### src/rtl/note_seq_pkg.sv
`default_nettype none
// ============================================================================
//  Module      : note_seq_pkg
//  Description : Shared types and constants for the note step sequencer:
//                write-FSM state encoding, note word field positions,
//                one-hot lane enables and the rest word used at reset.
//  Optional    : NOTE_SEQ_OSC_TRACK_EN (consumed by note_sequencer)
//  Revision    : 1.0  initial release
// ============================================================================
package note_seq_pkg;

    typedef enum logic [2:0] {
        ST_IDLE      = 3'd0,
        ST_WR_LO     = 3'd1,
        ST_WR_HI     = 3'd2,
        ST_WR_OSC_LO = 3'd3,
        ST_WR_OSC_HI = 3'd4
    } seq_state_e;

    // Note word layout
    localparam int REST_BIT = 15;
    localparam int END_BIT  = 14;
    localparam int RSVD_MSB = 13;
    localparam int RSVD_LSB = 12;
    localparam int OCT_MSB  = 11;
    localparam int OCT_LSB  = 9;
    localparam int MANT_MSB = 8;
    localparam int MANT_LSB = 0;

    localparam logic [15:0] REST_WORD = 16'h8000;

    // One-hot lane enables of the synth config port
    localparam logic [7:0] LANE_NONE = 8'h00;
    localparam logic [7:0] LANE0_EN  = 8'h01;
    localparam logic [7:0] LANE1_EN  = 8'h02;
    localparam logic [7:0] LANE2_EN  = 8'h04;
    localparam logic [7:0] LANE3_EN  = 8'h08;

    // Low config byte: low eight mantissa bits
    function automatic logic [7:0] lane_lo_byte(input logic [15:0] word);
        return word[MANT_LSB +: 8];
    endfunction

    // High config byte: mantissa MSB plus octave, zero-extended
    function automatic logic [7:0] lane_hi_byte(input logic [15:0] word);
        return {4'b0000, word[OCT_MSB:OCT_LSB], word[MANT_MSB]};
    endfunction

endpackage
`default_nettype wire

### src/rtl/tempo_divider.sv
`default_nettype none
// ============================================================================
//  Module      : tempo_divider
//  Description : Step-rate counter. While run is high it fires trigger on
//                the first cycle and then once every max(tempo,1) cycles.
//                While run is low the counter is parked at zero so the next
//                run assertion triggers immediately.
//  Ports       : clk, rst_n   clock, async active-low reset
//                run          level enable
//                tempo        cycles per step (0 behaves as 1)
//                trigger      combinational one-cycle step strobe
//  Revision    : 1.0  initial release
// ============================================================================
module tempo_divider #(
    parameter int TEMPO_BITS = 16
) (
    input  logic                  clk,
    input  logic                  rst_n,
    input  logic                  run,
    input  logic [TEMPO_BITS-1:0] tempo,
    output logic                  trigger
);

    logic [TEMPO_BITS-1:0] cnt_q;
    logic [TEMPO_BITS-1:0] cnt_d;
    logic [TEMPO_BITS-1:0] reload;

    always_comb begin
        // tempo of 0 reloads 0, giving the same one-cycle period as tempo 1
        reload  = (tempo == '0) ? '0 : tempo - TEMPO_BITS'(1);
        trigger = run && (cnt_q == '0);
        cnt_d   = cnt_q;
        if (!run) begin
            cnt_d = '0;
        end else if (trigger) begin
            cnt_d = reload;
        end else begin
            cnt_d = cnt_q - TEMPO_BITS'(1);
        end
    end

    always_ff @(posedge clk or negedge rst_n) begin
        if (!rst_n) begin
            cnt_q <= '0;
        end else begin
            cnt_q <= cnt_d;
        end
    end

endmodule
`default_nettype wire

### src/rtl/note_sequencer.sv
`default_nettype none
// ============================================================================
//  Module      : note_sequencer
//  Description : Step sequencer feeding the synth byte-wide config port.
//                Holds STEPS programmable note words, plays one per tempo
//                period and serialises each note into lane byte writes.
//  Optional    : NOTE_SEQ_OSC_TRACK_EN - when defined each note also writes
//                lanes 2 and 3 (oscillator filter tracking), 4 writes total.
//  Ports       : clk, rst_n            clock, async active-low reset
//                run, tempo            step enable, cycles per step
//                prog_we/addr/data     pattern write port
//                cfg_out, cfg_en       config byte and one-hot lane enable
//                step_idx              next step to be played
//                step_pulse            tempo trigger strobe
//                busy                  write sequence in progress
//                overrun               sticky dropped-trigger flag
//  Revision    : 1.0  initial release
// ============================================================================
module note_sequencer
    import note_seq_pkg::*;
#(
    parameter int STEPS      = 8,
    parameter int TEMPO_BITS = 16,
    parameter int IDX_BITS   = $clog2(STEPS)
) (
    input  logic                  clk,
    input  logic                  rst_n,
    input  logic                  run,
    input  logic [TEMPO_BITS-1:0] tempo,
    input  logic                  prog_we,
    input  logic [IDX_BITS-1:0]   prog_addr,
    input  logic [15:0]           prog_data,
    output logic [7:0]            cfg_out,
    output logic [7:0]            cfg_en,
    output logic [IDX_BITS-1:0]   step_idx,
    output logic                  step_pulse,
    output logic                  busy,
    output logic                  overrun
);

    logic                trigger;
    seq_state_e          state_q, state_d;
    logic [IDX_BITS-1:0] idx_q, idx_d;
    logic                pending_q, pending_d;
    logic                overrun_q, overrun_d;
    logic [7:0]          lo_byte_q, lo_byte_d;
    logic [7:0]          hi_byte_q, hi_byte_d;
    logic [7:0]          cfg_en_q, cfg_en_d;
    logic [7:0]          cfg_out_q, cfg_out_d;
    logic [15:0]         mem_q [STEPS];
    logic [15:0]         mem_d [STEPS];
    logic [15:0]         cur_word;
    logic                fsm_idle;
    logic                accept_pend;
    logic                accept_trig;
    logic                accept;
    logic                unused_rsvd;

    tempo_divider #(
        .TEMPO_BITS (TEMPO_BITS)
    ) u_tempo (
        .clk     (clk),
        .rst_n   (rst_n),
        .run     (run),
        .tempo   (tempo),
        .trigger (trigger)
    );

    // ------------------------------------------------------------------
    // Pattern storage. The word played this cycle comes from the current
    // flop contents, so a write to the same address lands after the read.
    // ------------------------------------------------------------------
    always_comb begin
        mem_d = mem_q;
        if (prog_we) begin
            mem_d[prog_addr] = prog_data;
        end
    end

    always_comb begin
        cur_word    = mem_q[idx_q];
        unused_rsvd = ^cur_word[RSVD_MSB:RSVD_LSB];   // reserved bits carry no meaning
    end

    // ------------------------------------------------------------------
    // Trigger acceptance. A parked trigger has priority when the FSM is
    // back in IDLE; any trigger arriving while one is parked is lost.
    // ------------------------------------------------------------------
    always_comb begin
        fsm_idle    = (state_q == ST_IDLE);
        accept_pend = fsm_idle && pending_q;
        accept_trig = fsm_idle && !pending_q && trigger;
        accept      = accept_pend || accept_trig;

        pending_d = pending_q;
        if (accept_pend) begin
            pending_d = 1'b0;
        end else if (trigger && !pending_q && !fsm_idle) begin
            pending_d = 1'b1;
        end

        overrun_d = overrun_q || (trigger && pending_q);

        idx_d     = idx_q;
        lo_byte_d = lo_byte_q;
        hi_byte_d = hi_byte_q;
        if (accept) begin
            lo_byte_d = lane_lo_byte(cur_word);
            hi_byte_d = lane_hi_byte(cur_word);
            if (cur_word[END_BIT] || (idx_q == IDX_BITS'(STEPS - 1))) begin
                idx_d = '0;
            end else begin
                idx_d = idx_q + IDX_BITS'(1);
            end
        end
    end

    // ------------------------------------------------------------------
    // Write FSM. A rest word is consumed without leaving IDLE. Lane
    // outputs are decoded from the next state and registered so cfg_en
    // and cfg_out change together with the state flop.
    // ------------------------------------------------------------------
    always_comb begin
        state_d   = state_q;
        cfg_en_d  = LANE_NONE;
        cfg_out_d = 8'h00;

        case (state_q)
            ST_IDLE: begin
                if (accept && !cur_word[REST_BIT]) begin
                    state_d = ST_WR_LO;
                end
            end
            ST_WR_LO:     state_d = ST_WR_HI;
`ifdef NOTE_SEQ_OSC_TRACK_EN
            ST_WR_HI:     state_d = ST_WR_OSC_LO;
            ST_WR_OSC_LO: state_d = ST_WR_OSC_HI;
            ST_WR_OSC_HI: state_d = ST_IDLE;
`else
            ST_WR_HI:     state_d = ST_IDLE;
`endif
            default:      state_d = ST_IDLE;
        endcase

        case (state_d)
            ST_WR_LO: begin
                cfg_en_d  = LANE0_EN;
                cfg_out_d = lo_byte_d;
            end
            ST_WR_HI: begin
                cfg_en_d  = LANE1_EN;
                cfg_out_d = hi_byte_d;
            end
`ifdef NOTE_SEQ_OSC_TRACK_EN
            ST_WR_OSC_LO: begin
                cfg_en_d  = LANE2_EN;
                cfg_out_d = lo_byte_d;
            end
            ST_WR_OSC_HI: begin
                cfg_en_d  = LANE3_EN;
                cfg_out_d = hi_byte_d;
            end
`endif
            default: begin
                cfg_en_d  = LANE_NONE;
                cfg_out_d = 8'h00;
            end
        endcase
    end

    always_ff @(posedge clk or negedge rst_n) begin
        if (!rst_n) begin
            state_q   <= ST_IDLE;
            idx_q     <= '0;
            pending_q <= 1'b0;
            overrun_q <= 1'b0;
            lo_byte_q <= 8'h00;
            hi_byte_q <= 8'h00;
            cfg_en_q  <= LANE_NONE;
            cfg_out_q <= 8'h00;
            mem_q     <= '{default: REST_WORD};
        end else begin
            state_q   <= state_d;
            idx_q     <= idx_d;
            pending_q <= pending_d;
            overrun_q <= overrun_d;
            lo_byte_q <= lo_byte_d;
            hi_byte_q <= hi_byte_d;
            cfg_en_q  <= cfg_en_d;
            cfg_out_q <= cfg_out_d;
            mem_q     <= mem_d;
        end
    end

    assign cfg_en     = cfg_en_q;
    assign cfg_out    = cfg_out_q;
    assign step_idx   = idx_q;
    assign step_pulse = trigger;
    assign busy       = (state_q != ST_IDLE);
    assign overrun    = overrun_q;

endmodule
`default_nettype wire

### config.mk
export PLATFORM = sky130hd
export DESIGN_NAME = note_sequencer
export DESIGN_NICKNAME = d
export VERILOG_FILES = /design/src/rtl/note_seq_pkg.sv /design/src/rtl/tempo_divider.sv /design/src/rtl/note_sequencer.sv
export SDC_FILE = /design/constraint.sdc
export NUM_CORES = 1
export LEC_CHECK = 0
export CORE_MARGIN = 2
export CORE_UTILIZATION = 60
export DETAILED_ROUTE_END_ITERATION = 10
export HOLD_SLACK_MARGIN = 0.06
export PLACE_DENSITY = 0.83
export SYNTH_ARGS = -nofsm -noshare
export SYNTH_HDL_FRONTEND = slang
export SYNTH_SLANG_ARGS = --single-unit
### constraint.sdc
create_clock -name clk -period 4.95 [get_ports clk]
set_input_delay 0.99 -clock clk [delete_from_list [all_inputs] [get_ports clk]]
set_output_delay 0.99 -clock clk [all_outputs]
set_load 0.01 [all_outputs]
# Word level (Yosys, flattened, before mapping)

Index checks and enable logic that the tools add are counted.

Add/sub/neg operators: 3
Order comparisons: 3
Equality and inequality tests: 4
Multiplexer cells: 18
Bitwise gates (word level): 2
Reductions and logical operators: 20

Operators with widths:

| kind                                                       | count |
|---|---|
| bitwise mux 128 bit                                        | 1 |
| 2-to-1 mux 16 bit                                          | 6 |
| binary-select mux 16 bit (select 3 bit)                    | 1 |
| demux 16 bit (select 3 bit)                                | 1 |
| zero test 16 bit                                           | 2 |
| subtractor 16 x 1 -> 16 bit, second input constant         | 2 |
| 2-to-1 mux 8 bit                                           | 2 |
| case mux 8 bit (2 select lines)                            | 1 |
| logical AND 1 bit                                          | 9 |
| >= comparator 4 bit, second input constant                 | 2 |
| NOT 3 -> 4 bit                                             | 2 |
| equality test 3 x 1 -> 1 bit, second input constant        | 2 |
| 2-to-1 mux 3 bit                                           | 2 |
| case mux 3 bit (2 select lines)                            | 1 |
| less-than comparator 4 x 1 -> 1 bit, second input constant | 1 |
| case mux 2 bit (2 select lines)                            | 1 |
| adder 3 x 1 -> 3 bit, second input constant                | 1 |
| equality test 3 x 2 -> 1 bit, second input constant        | 1 |
| equality test 3 bit, second input constant                 | 1 |
| zero test 1 bit                                            | 3 |
| zero test 3 bit                                            | 1 |
| logical OR 1 bit                                           | 3 |
| nonzero test 3 bit                                         | 1 |
| 2-to-1 mux 1 bit                                           | 2 |
| nonzero test 2 bit                                         | 1 |

Bits in registers: 184
Output and inout bits: 22
Logic and storage cells: 67

# Depth between registers and ports, before layout

Gate-level depths: netlist of the first run.

Depth in word-level cells: 10
Gate-level depth with buffers: 9
Mapped depth without buffers: 7

# Hierarchy

Synthesis of the first run repeated with hierarchy kept, for this count alone.

Cells, all modules: 531
Area, all modules: 7,353.3 um^2

Modules (own cells, without submodules):

| module         | times used | cells an instance | area an instance (um^2) | seq. area each (um^2) |
|---|---|---|---|---|
| note_sequencer | 1          | 381               | 6,052.1                 | 3,463.3 |
| tempo_divider  | 1          | 150               | 1,301.2                 | 400.4 |

# Worst setup path after synthesis of the first run

No wires, ideal clock.

Path kind: input to output
From: input run
To: output step_pulse
Arrival time: 2.345 ns
Required time: 3.960 ns
Path slack: 1.615 ns
Cell stages on the path: 5
Path buffers: 2
Cell sequence: buf_2 > nor4bb_1 > nand3_1 > nor2_2 > buf_2

Longest elaborated chain between the ends: 1

RTL lines:

| item              | line                 | RTL |
|---|---|---|
| from (decl)       | note_sequencer.sv:28 | `input logic run,` |
| logical AND 1 bit | tempo_divider.sv:31  | `trigger = run && (cnt_q == '0);` |
| to (decl)         | note_sequencer.sv:36 | `output logic step_pulse,` |

No other way between the ends.

# Worst setup path in the final report of the first run

Ends and elaborated chain as after synthesis.

==> flow_metrics.env, run 1 <==
export IMPL_critPathCaptureType="output port"
export IMPL_synthAdderAreaFrac=0.0103
export IMPL_vias_per_cell=6.17
export IMPL_synthDistinctLibCells=53
export IMPL_path_delay_family="buffers and inverters"
export IMPL_final_antenna_net_count=0
export IMPL_gp_congestion=0.886
export IMPL_die_area_um2=13100
export IMPL_grt_pass1_wl_um=25800
export IMPL_nNetsFinal=640
export IMPL_cts_setup_buffers=0
export IMPL_min_period_ns=3.99
export IMPL_area_growth_pct=18.1
export IMPL_critPathRequiredTime_ns=3.96
export IMPL_num_antenna_cells=0
export IMPL_maxCapViolations=0
export IMPL_cpMaxStageDelayCell="clkdlybuf4s50_1"
export IMPL_num_rows=40
export IMPL_cts_max_path_buffers=2
export IMPL_io_buffers=52
export IMPL_routedWlPerCell_um=20.4
export IMPL_finalNonFillerCells=755
export IMPL_path_class="input port to output port"
export IMPL_status="finished clean"
export IMPL_r2r_cells=5
export IMPL_clk_latency_ns=0.42
export IMPL_first_iter_violations=309
export IMPL_clkTransAtPathRegs_ns=0.06
export IMPL_yosysTopAreaCell="dfrtp_1"
export IMPL_synth_most_common_cell="dfrtp_1"
export IMPL_finalSetupTns_ns=0
export IMPL_drt_total_wl_um=15400
export IMPL_worst_path_stages=7
export IMPL_initial_core_util=0.612
export IMPL_slew_headroom=0.170
export IMPL_slowest_delay_ns=0.55
export IMPL_r2r_end="cfg_out[4]"
export IMPL_cp_max_fo=19
export IMPL_placed_cells=723
export IMPL_syn_avg_cell_area_um2=13.5
export IMPL_seq_area_frac_synth=0.528
export IMPL_synth_top_area_share=0.499
export IMPL_final_hold_viol_count=0
export IMPL_fmax_mhz=251
export IMPL_synthMuxAreaShare=0.282
export IMPL_track_usage=0.262
export IMPL_wl_met2_um=7750
export IMPL_synth_compound_area_frac=0.0439
export IMPL_fin_skew_ns=0.00567
export IMPL_ys_warn_count=0
export IMPL_highest_layer="met4"
export IMPL_fin_crit_sh=0.806
export IMPL_multi_input_area_um2=3310
export IMPL_hpwlAfterDp_um=9930
export IMPL_synth_edf_count=0
export IMPL_antenna_found_initial=0
export IMPL_synthCells=542
export IMPL_grt_overflow_total=0
export IMPL_grt_pass1_vias=4964
export IMPL_postCtsHoldBufs=0
export IMPL_regArea_um2=3860
export IMPL_critPathBufInv=4
export IMPL_synth_top_family_by_area="multiplexers"
export IMPL_critPathLaunchType="input port"
export IMPL_die_y_um=114
export IMPL_worstPathCellList="clkdlybuf4s50_1 -> buf_4 -> nor4bb_1 -> buf_4 -> nand3_1 -> nor2_2 -> clkdlybuf4s50_1"
export IMPL_ys_seq_elements=154
export IMPL_min_path_type="register to register"
export IMPL_die_w_um=114
export IMPL_crit_start="run"
export IMPL_syn_area_um2=7320
export IMPL_worstPathArrival_ns=3.00
export IMPL_synth_area_leaders="dfrtp_1 50%, mux2_2 17%, mux4_2 8.0%, dfstp_2 2.9%, mux2i_1 2.3%"
export IMPL_grt_max_degree=125
export IMPL_setup_worst_path_end="step_pulse"
export IMPL_powerDensity_nw_per_um2=515
export IMPL_p_leak_nw=3.63
export IMPL_clockRootBuffer="clkbuf_16"
export IMPL_htreeDepth=4
export IMPL_synth_xor_area_share=0.0227
export IMPL_setup_violations=0
export IMPL_p_total_mw=4.45
export IMPL_fillerInstances=781
export IMPL_grt_setup_unrepaired="no"
export IMPL_drc=0
export IMPL_clkSinkCount=154
export IMPL_r2r_slack_ns=2.16
export IMPL_r2r_start="step_idx[1]"
export IMPL_wl_met1_um=6630
export IMPL_ys_flop_type="dfrtp_1"
export IMPL_cts_resized=0
export IMPL_ir_drop_mv=0.351
export IMPL_pin_count=61
export IMPL_synth_commonest_cells="146 x dfrtp_1, 113 x mux2_2, 26 x mux4_2, 20 x nand2_1, 18 x clkbuf_1"
export IMPL_coreArea_um2=12000
export IMPL_synthArstFlopShare=1.00
export IMPL_numCtsBuffers=17
export IMPL_slew_violations=0
export IMPL_synthSimpleGateAreaFrac=0.0858
export IMPL_worst_pin_slew_ns=1.24
export IMPL_dr_wl_met3_um=615
export IMPL_cts_tree="done"
export IMPL_vias=4661
export IMPL_final_layout_size_suffix_gt1_frac=0.329
export IMPL_first_pass_iters=5
stage by stage:
| stage | utilization | hold WS, ns | instance area [um2] | setup WS, ns |
|---|---|---|---|---|
| 3_3_place_gp | 0.667 | 0.439 | 7980 | 1.04 |
| 2_1_floorplan | - | 0.432 | 7340 | 1.61 |
| 3_5_place_dp | 0.667 | 0.444 | 7980 | 0.976 |
| 6_report | 0.723 | 0.451 | 8640 | 0.961 |
| 5_1_grt | 0.723 | 0.492 | 8640 | 0.764 |
| 4_1_cts | 0.723 | 0.457 | 8640 | 0.966 |
registers in the layout, summed over array words and instances (netlist names):
register,count
cfg_en,2
cfg_out,8
hi_byte_q,8
mem_q,112
overrun,1
pending_q,1
state_q,3
step_idx,3
u_tempo.cnt_q,16
logic make-up after synthesis:
group	after synthesis
AOI/OAI and AO/OA	50
xor gates and xnor gates	19
adders and majority gates	6
buffers and inverters	43
DFF	154
muxes	159
other	1
and+or+nand+nor	110
cells in the final DEF (no fill, tap or decap), types with 5 or more instances in the layout:
cell,synthesis,routed
dfstp_2,8,8
o21ai_0,14,14
clkbuf_16,0,17
clkdlybuf4s50_1,0,51
xor2_1,13,13
ha_1,6,6
a21oi_1,11,11
and2_1,9,9
mux2i_1,17,17
nand2_1,20,20
nand3_1,6,6
nor3_1,14,12
mux2_2,113,113
mux4_2,26,26
bufinv_16,0,5
conb_1,1,7
inv_1,9,9
dfrtp_1,146,146
nor2b_1,6,6
o22ai_1,8,8
buf_4,8,10
xnor2_1,6,6
nor4_1,7,7
nor2_1,13,13
cell type report:
type,count,share of cell area
Timing Repair Buffer,62,0.0690
Inverter,9,0.00391
Sequential cell,154,0.447
Clock inverter,11,0.0220
Clock buffer,21,0.0544
Multi-Input combinational cell,351,0.382
Tap cell,147,0.0213
power by group:
group	internal (mW)	switching, mW	leakage, nW	total [mW]
Sequential	1.55	0.241	1.89	1.79
Clock	0.934	0.501	0.323	1.44
Combinational	0.695	0.524	1.41	1.22
Total	3.18	1.27	3.63	4.45
worst min path at each step:
| stage | from | end | cells after the start |
|---|---|---|---|
| 2_1_floorplan | state_q[1] | cfg_en[1] | 1 |
| 3_3_place_gp | overrun | overrun | 1 |
| 3_5_place_dp | overrun | overrun | 1 |
| 4_1_cts | overrun | overrun | 1 |
| 5_1_grt | overrun | overrun | 1 |
| 6_report | overrun | overrun | 1 |
metal layers:
layer,up-vias,track usage
li1,2101,-
met1,2397,0.343
met2,125,0.428
met3,38,0.0540
met4,0,0.115
met5,-,0
Note: power is estimated with default switching activity, not from simulation.
==> inputs of run 2 (changes only) <==
--- a/config.mk
+++ b/config.mk
@@ -6,10 +6,10 @@
 export NUM_CORES = 1
 export LEC_CHECK = 0
 export CORE_MARGIN = 2
-export CORE_UTILIZATION = 60
+export CORE_UTILIZATION = 58
 export DETAILED_ROUTE_END_ITERATION = 10
 export HOLD_SLACK_MARGIN = 0.06
-export PLACE_DENSITY = 0.83
+export PLACE_DENSITY = 0.81
 export SYNTH_ARGS = -nofsm -noshare
 export SYNTH_HDL_FRONTEND = slang
 export SYNTH_SLANG_ARGS = --single-unit
==> constraint.sdc (replaced) <==
create_clock -name clk -period 3.8 [get_ports clk]
set_input_delay 0.76 -clock clk [delete_from_list [all_inputs] [get_ports clk]]
set_output_delay 0.76 -clock clk [all_outputs]
set_load 0.01 [all_outputs]
==> flow_metrics.env, run 2 (synthesis gave the netlist of run 1 again) <==
export IMPL_status="finished clean"
export IMPL_drc=0
export IMPL_grt_setup_unrepaired="no"
export IMPL_htreeDepth=4
export IMPL_power_internal_mw=4.33
export IMPL_first_pass_iters=5
export IMPL_fin_skew_ns=0.00850
export IMPL_grt_max_degree=96
export IMPL_vias=4711
export IMPL_fmax_mhz=305
export IMPL_min_period_ns=3.28
export IMPL_final_cell_mix="146 x dfrtp_1, 113 x mux2_2, 51 x clkdlybuf4s50_1"
export IMPL_nNetsFinal=649
export IMPL_cts_setup_buffers=0
export IMPL_io_buffers=52
export IMPL_finalNonFillerCells=789
export IMPL_top_register="mem_q"
export IMPL_die_w_um=116
export IMPL_grt_pass1_vias=4973
export IMPL_cp_max_fo=7
export IMPL_switching_share=0.276
export IMPL_cts_resized=0
export IMPL_drt_total_wl_um=15800
export IMPL_antenna_found_initial=0
export IMPL_num_antenna_cells=0
export IMPL_worstPathArrival_ns=2.52
export IMPL_critPathLaunchType="register"
export IMPL_first_iter_violations=291
export IMPL_num_rows=41
export IMPL_routedWlPerCell_um=20.0
export IMPL_coreArea_um2=12500
export IMPL_r2r_cells=5
export IMPL_holdWs_ns=0.382
export IMPL_numCtsBuffers=17
export IMPL_p_leak_nw=3.70
export IMPL_min_path_type="input port to asynchronous set/reset pin"
export IMPL_die_y_um=116
export IMPL_critPathRequiredTime_ns=3.04
export IMPL_powerDensity_nw_per_um2=679
export IMPL_track_usage=0.256
export IMPL_final_core_util=0.706
export IMPL_placed_cells=757
export IMPL_ir_drop_mv=0.383
export IMPL_pin_count=61
export IMPL_cts_max_path_buffers=2
export IMPL_final_common_cell="dfrtp_1"
export IMPL_setup_violations=0
export IMPL_worst_pin_slew_ns=1.16
export IMPL_die_area_um2=13500
export IMPL_path_class="register to output port"
export IMPL_fin_crit_sh=0.862
export IMPL_p_comb_frac=0.277
export IMPL_final_hold_viol_count=0
export IMPL_final_layout_size_suffix_gt1_frac=0.339
export IMPL_finalSetupTns_ns=0
export IMPL_critPathCaptureType="output port"
export IMPL_initial_core_util=0.587
export IMPL_gp_congestion=0.896
export IMPL_clkPwrFrac=0.339
export IMPL_hpwlAfterDp_um=10400
export IMPL_area_growth_pct=20.2
export IMPL_final_antenna_net_count=0
export IMPL_clockRootBuffer="clkbuf_16"
export IMPL_p_switching_mw=1.65
export IMPL_slew_headroom=0.226
export IMPL_largest_reg_flops=112
export IMPL_vias_per_cell=5.97
export IMPL_maxCapViolations=0
export IMPL_clkSinkCount=154
export IMPL_slew_violations=0
export IMPL_postCtsHoldBufs=0
export IMPL_grt_pass1_wl_um=25700
export IMPL_clk_latency_ns=0.43
export IMPL_p_seq_frac=0.384
export IMPL_clkTransAtPathRegs_ns=0.06
export IMPL_top_regs="mem_q (112), u_tempo.cnt_q (16)"
export IMPL_cts_tree="done"
export IMPL_p_total_mw=5.98
export IMPL_grt_overflow_total=0
## run 2: cell count changes in the layout (fill, tap and decap cells not counted)
cell,change
buf_4,+8
clkinvlp_4,-1
nor3b_4,-1
clkinv_2,+1
clkbuf_8,-2
buf_12,+1
bufinv_16,+3
nor3b_2,+1
clkinv_4,-1
## run 2: power groups by stage
| stage | clock network (mW) | logic, mW | registers, mW |
|---|---|---|---|
| after floorplan | 0 | 1.26 | 2.21 |
| after global placement | 0 | 1.60 | 2.29 |
| after detailed placement | 0 | 1.64 | 2.32 |
| after CTS | 2.05 | 1.66 | 2.30 |
| after global routing | 2.14 | 1.80 | 2.35 |
| final | 2.03 | 1.65 | 2.30 |
## run 2: final cells by class
type / instances / area [um2]
clock inverters: 13 / 269
inverters: 9 / 33.8
clock buffers: 19 / 443
fillers: 862 / 3660
flip-flops and latches: 154 / 3860
multi-input cells: 351 / 3300
repair buffers: 71 / 677
well taps: 172 / 215
## run 2: final timing paths
kind | startpoint | to | slack, ns
worst min register to register | state_q[2] | cfg_en[1] | 0.46
worst min-delay path | rst_n | mem_q[2] | 0.38
worst max register to register | step_idx[2] | cfg_out[7] | 1.37
max in group asynchronous | rst_n | mem_q[31] | 2.51
worst max-delay path | u_tempo.cnt_q[4] | step_pulse | 0.52
min in group clk | state_q[2] | cfg_en[1] | 0.46
## run 2: critical path, stage by stage (launching register included)
cell and delay [ns]:
dfrtp_1 0.43, or4_1 0.67, or2_4 0.32, nor2_2 0.12, clkdlybuf4s50_1 0.55
## run 2: through the flow
stage          worst slack (ns)  area [um2]
2_1_floorplan             0.925        7340
3_3_place_gp              0.510        8090
3_5_place_dp              0.514        8090
4_1_cts                   0.504        8800
5_1_grt                   0.341        8800
6_report                  0.523        8800
## run 2: per-layer routing
layer | up-vias | track usage | part of all wire
met3 | 23 | 0.0509 | 0.038
met2 | 120 | 0.429 | 0.51
met4 | 0 | 0.0937 | 0.018
met5 | - | 0 | 0
met1 | 2457 | 0.337 | 0.43
li1 | 2111 | - | -
==> inputs of run 3 (changes only) <==
--- a/config.mk
+++ b/config.mk
@@ -5,11 +5,13 @@
 export SDC_FILE = /design/constraint.sdc
 export NUM_CORES = 1
 export LEC_CHECK = 0
+export ABC_AREA = 1
 export CORE_MARGIN = 2
-export CORE_UTILIZATION = 58
+export CORE_UTILIZATION = 59
 export DETAILED_ROUTE_END_ITERATION = 10
 export HOLD_SLACK_MARGIN = 0.06
 export PLACE_DENSITY = 0.81
+export RECOVER_POWER = 50
 export SYNTH_ARGS = -nofsm -noshare
 export SYNTH_HDL_FRONTEND = slang
 export SYNTH_SLANG_ARGS = --single-unit
==> flow_metrics.env, run 3 <==
export IMPL_final_common_cell="nand2_1"
export IMPL_first_pass_iters=8
export IMPL_num_rows=42
export IMPL_gp_congestion=0.870
export IMPL_worstPathCellList="dlygate4sd3_1 -> nand2_1 -> inv_1 -> nand2_1 -> nor2_1 -> nand2_2 -> inv_1 -> clkdlybuf4s50_1"
export IMPL_clkTransAtPathRegs_ns=0.06
export IMPL_synthAdderAreaFrac=0.00948
export IMPL_final_area_um2=9110
export IMPL_die_area_um2=14400
export IMPL_final_hold_viol_count=0
export IMPL_p_leak_nw=4.64
export IMPL_ys_seq_elements=156
export IMPL_initial_core_util=0.600
export IMPL_final_antenna_net_count=0
export IMPL_synth_most_common_cell="nand2_1"
export IMPL_synth_compound_area_frac=0.114
export IMPL_track_usage=0.275
export IMPL_critPathCaptureType="output port"
export IMPL_synthCells=1049
export IMPL_nNetsFinal=1131
export IMPL_cts_max_path_buffers=2
export IMPL_cts_resized=0
export IMPL_finalNonFillerCells=1275
export IMPL_cpMaxStageDelayCell="dlygate4sd3_1"
export IMPL_synthArstFlopShare=1.00
export IMPL_grt_setup_unrepaired="no"
export IMPL_status="finished, violations left"
export IMPL_fillerInstances=1091
export IMPL_maxCapViolations=1
export IMPL_critPathRequiredTime_ns=3.04
export IMPL_routedWlPerCell_um=14.7
export IMPL_htreeDepth=4
export IMPL_coreArea_um2=13200
export IMPL_violations="capacitance limit, slew limit"
export IMPL_largest_reg_flops=112
export IMPL_worstPathArrival_ns=2.26
export IMPL_slew_violations=85
export IMPL_hpwlAfterDp_um=11800
export IMPL_cp_max_fo=2
export IMPL_worst_pin_slew_ns=2.10
export IMPL_ir_drop_mv=0.410
export IMPL_min_period_ns=3.02
export IMPL_grt_max_degree=86
export IMPL_area_growth_pct=15.1
export IMPL_slew_headroom=-0.399
export IMPL_grt_overflow_total=0
export IMPL_synth_area_leaders="dfrtp_1 47%, nand2_1 16%, o21ai_0 8.7%, inv_1 5.7%, nand3_1 5.2%"
export IMPL_clockRootBuffer="clkbuf_16"
export IMPL_final_core_util=0.691
export IMPL_vias_per_cell=5.40
export IMPL_first_iter_violations=749
export IMPL_io_buffers=52
export IMPL_synth_commonest_cells="341 x nand2_1, 148 x dfrtp_1, 138 x o21ai_0, 121 x inv_1, 83 x nand3_1"
export IMPL_clk_latency_ns=0.42
export IMPL_die_y_um=120
export IMPL_numCtsBuffers=17
export IMPL_placed_cells=1243
export IMPL_seq_area_frac_synth=0.494
export IMPL_final_cell_mix="341 x nand2_1, 147 x dfrtp_1, 138 x o21ai_0"
export IMPL_pin_count=61
export IMPL_fin_crit_sh=0.796
export IMPL_antenna_found_initial=0
export IMPL_top_regs="mem_q (112), u_tempo.cnt_q (16)"
export IMPL_synth_top_family_by_area="simple AND/OR/NAND/NOR gates"
export IMPL_final_layout_size_suffix_gt1_frac=0.0610
export IMPL_path_delay_family="buffers and inverters"
export IMPL_r2r_slack_ns=1.34
export IMPL_min_path_type="register to register"
export IMPL_syn_avg_cell_area_um2=7.55
export IMPL_clkSinkCount=156
export IMPL_cts_setup_buffers=0
export IMPL_yosysTopAreaCell="dfrtp_1"
export IMPL_powerDensity_nw_per_um2=674
export IMPL_drt_total_wl_um=18800
export IMPL_drc=0
export IMPL_dpl_cell_area_um2=8530
export IMPL_synthDistinctLibCells=37
export IMPL_top_register="mem_q"
export IMPL_critPathLaunchType="input port"
export IMPL_fmax_mhz=331
export IMPL_vias=6886
export IMPL_num_antenna_cells=0
export IMPL_path_class="input port to output port"
export IMPL_grt_pass1_vias=6469
export IMPL_cts_tree="done"
export IMPL_synth_edf_count=0
export IMPL_slowest_delay_ns=0.55
export IMPL_finalSetupTns_ns=0
export IMPL_ys_flop_type="dfrtp_1"
export IMPL_critPathBufInv=4
export IMPL_ys_warn_count=0
export IMPL_die_w_um=120
export IMPL_synth_xor_area_share=0.00885
export IMPL_grt_pass1_wl_um=31100
export IMPL_fin_skew_ns=0.00729
export IMPL_syn_area_um2=7920
export IMPL_setup_violations=0
export IMPL_p_total_mw=6.15
export IMPL_postCtsHoldBufs=0
export IMPL_synth_top_area_share=0.468
export IMPL_synthMuxAreaShare=0
export IMPL_synthSimpleGateAreaFrac=0.282
## run 3: logic make-up (layout without fill, tap and decap cells)
group | after synthesis | after routing
flops | 156 | 156
simple gates | 531 | 531
compound gates | 174 | 174
xor+xnor | 8 | 8
buf+inv | 173 | 217
fa+ha+maj | 6 | 6
other cells | 1 | 7
## run 3: cell type report
type | count | area, um2 | area share
clock buffer | 21 | 470 | 0.0516
sequential | 156 | 3920 | 0.430
clock inverter | 11 | 140 | 0.0154
multi-input combinational | 726 | 3310 | 0.363
inverter | 122 | 458 | 0.0502
timing repair buffer | 63 | 599 | 0.0658
tap | 176 | 220 | 0.0242
## run 3: report_power, final
part	internal (mW)	leakage, nW	switching, mW
Combinational	0.748	2.37	1.35
Clock	1.08	0.303	0.669
Sequential	2.03	1.96	0.266
## run 3: worst register-to-register path: cells and delay by family, from the launching register on
family | cells | cell delay, ns
AOI/OAI and AO/OA | 1 | 0.27
adders and majority gates | 1 | 0.24
buffers and inverters | 3 | 0.87
DFF | 1 | 0.35
and+or+nand+nor | 7 | 0.66
## run 3: per-stage QoR
stage               hold slack (ns)  setup WS [ns]
floorplan                     0.416           1.43
global placement              0.429          0.879
detailed placement            0.443          0.857
CTS                           0.417          0.851
global route                  0.467          0.464
finish                        0.452          0.777
## run 3: layer usage
metal | GRT usage | share of wire | up-vias | wire length [um]
li1 | - | - | 3374 | -
met5 | 0 | 0 | - | 0
met4 | 0.0993 | 0.021 | 0 | 388
met3 | 0.0604 | 0.057 | 42 | 1070
met1 | 0.365 | 0.44 | 3252 | 8240
met2 | 0.448 | 0.48 | 218 | 9050
## run 3: worst paths after layout
check / from / endpoint / cells past startpoint
worst min register to register: u_tempo.cnt_q[0] / u_tempo.cnt_q[0] / 1
max in group asynchronous: rst_n / mem_q[64] / 2
worst max register to register: u_tempo.cnt_q[0] / cfg_out[7] / 12
min in group asynchronous: rst_n / u_tempo.cnt_q[15] / 1
worst min-delay path: u_tempo.cnt_q[0] / u_tempo.cnt_q[0] / 1
worst max-delay path: run / step_pulse / 8
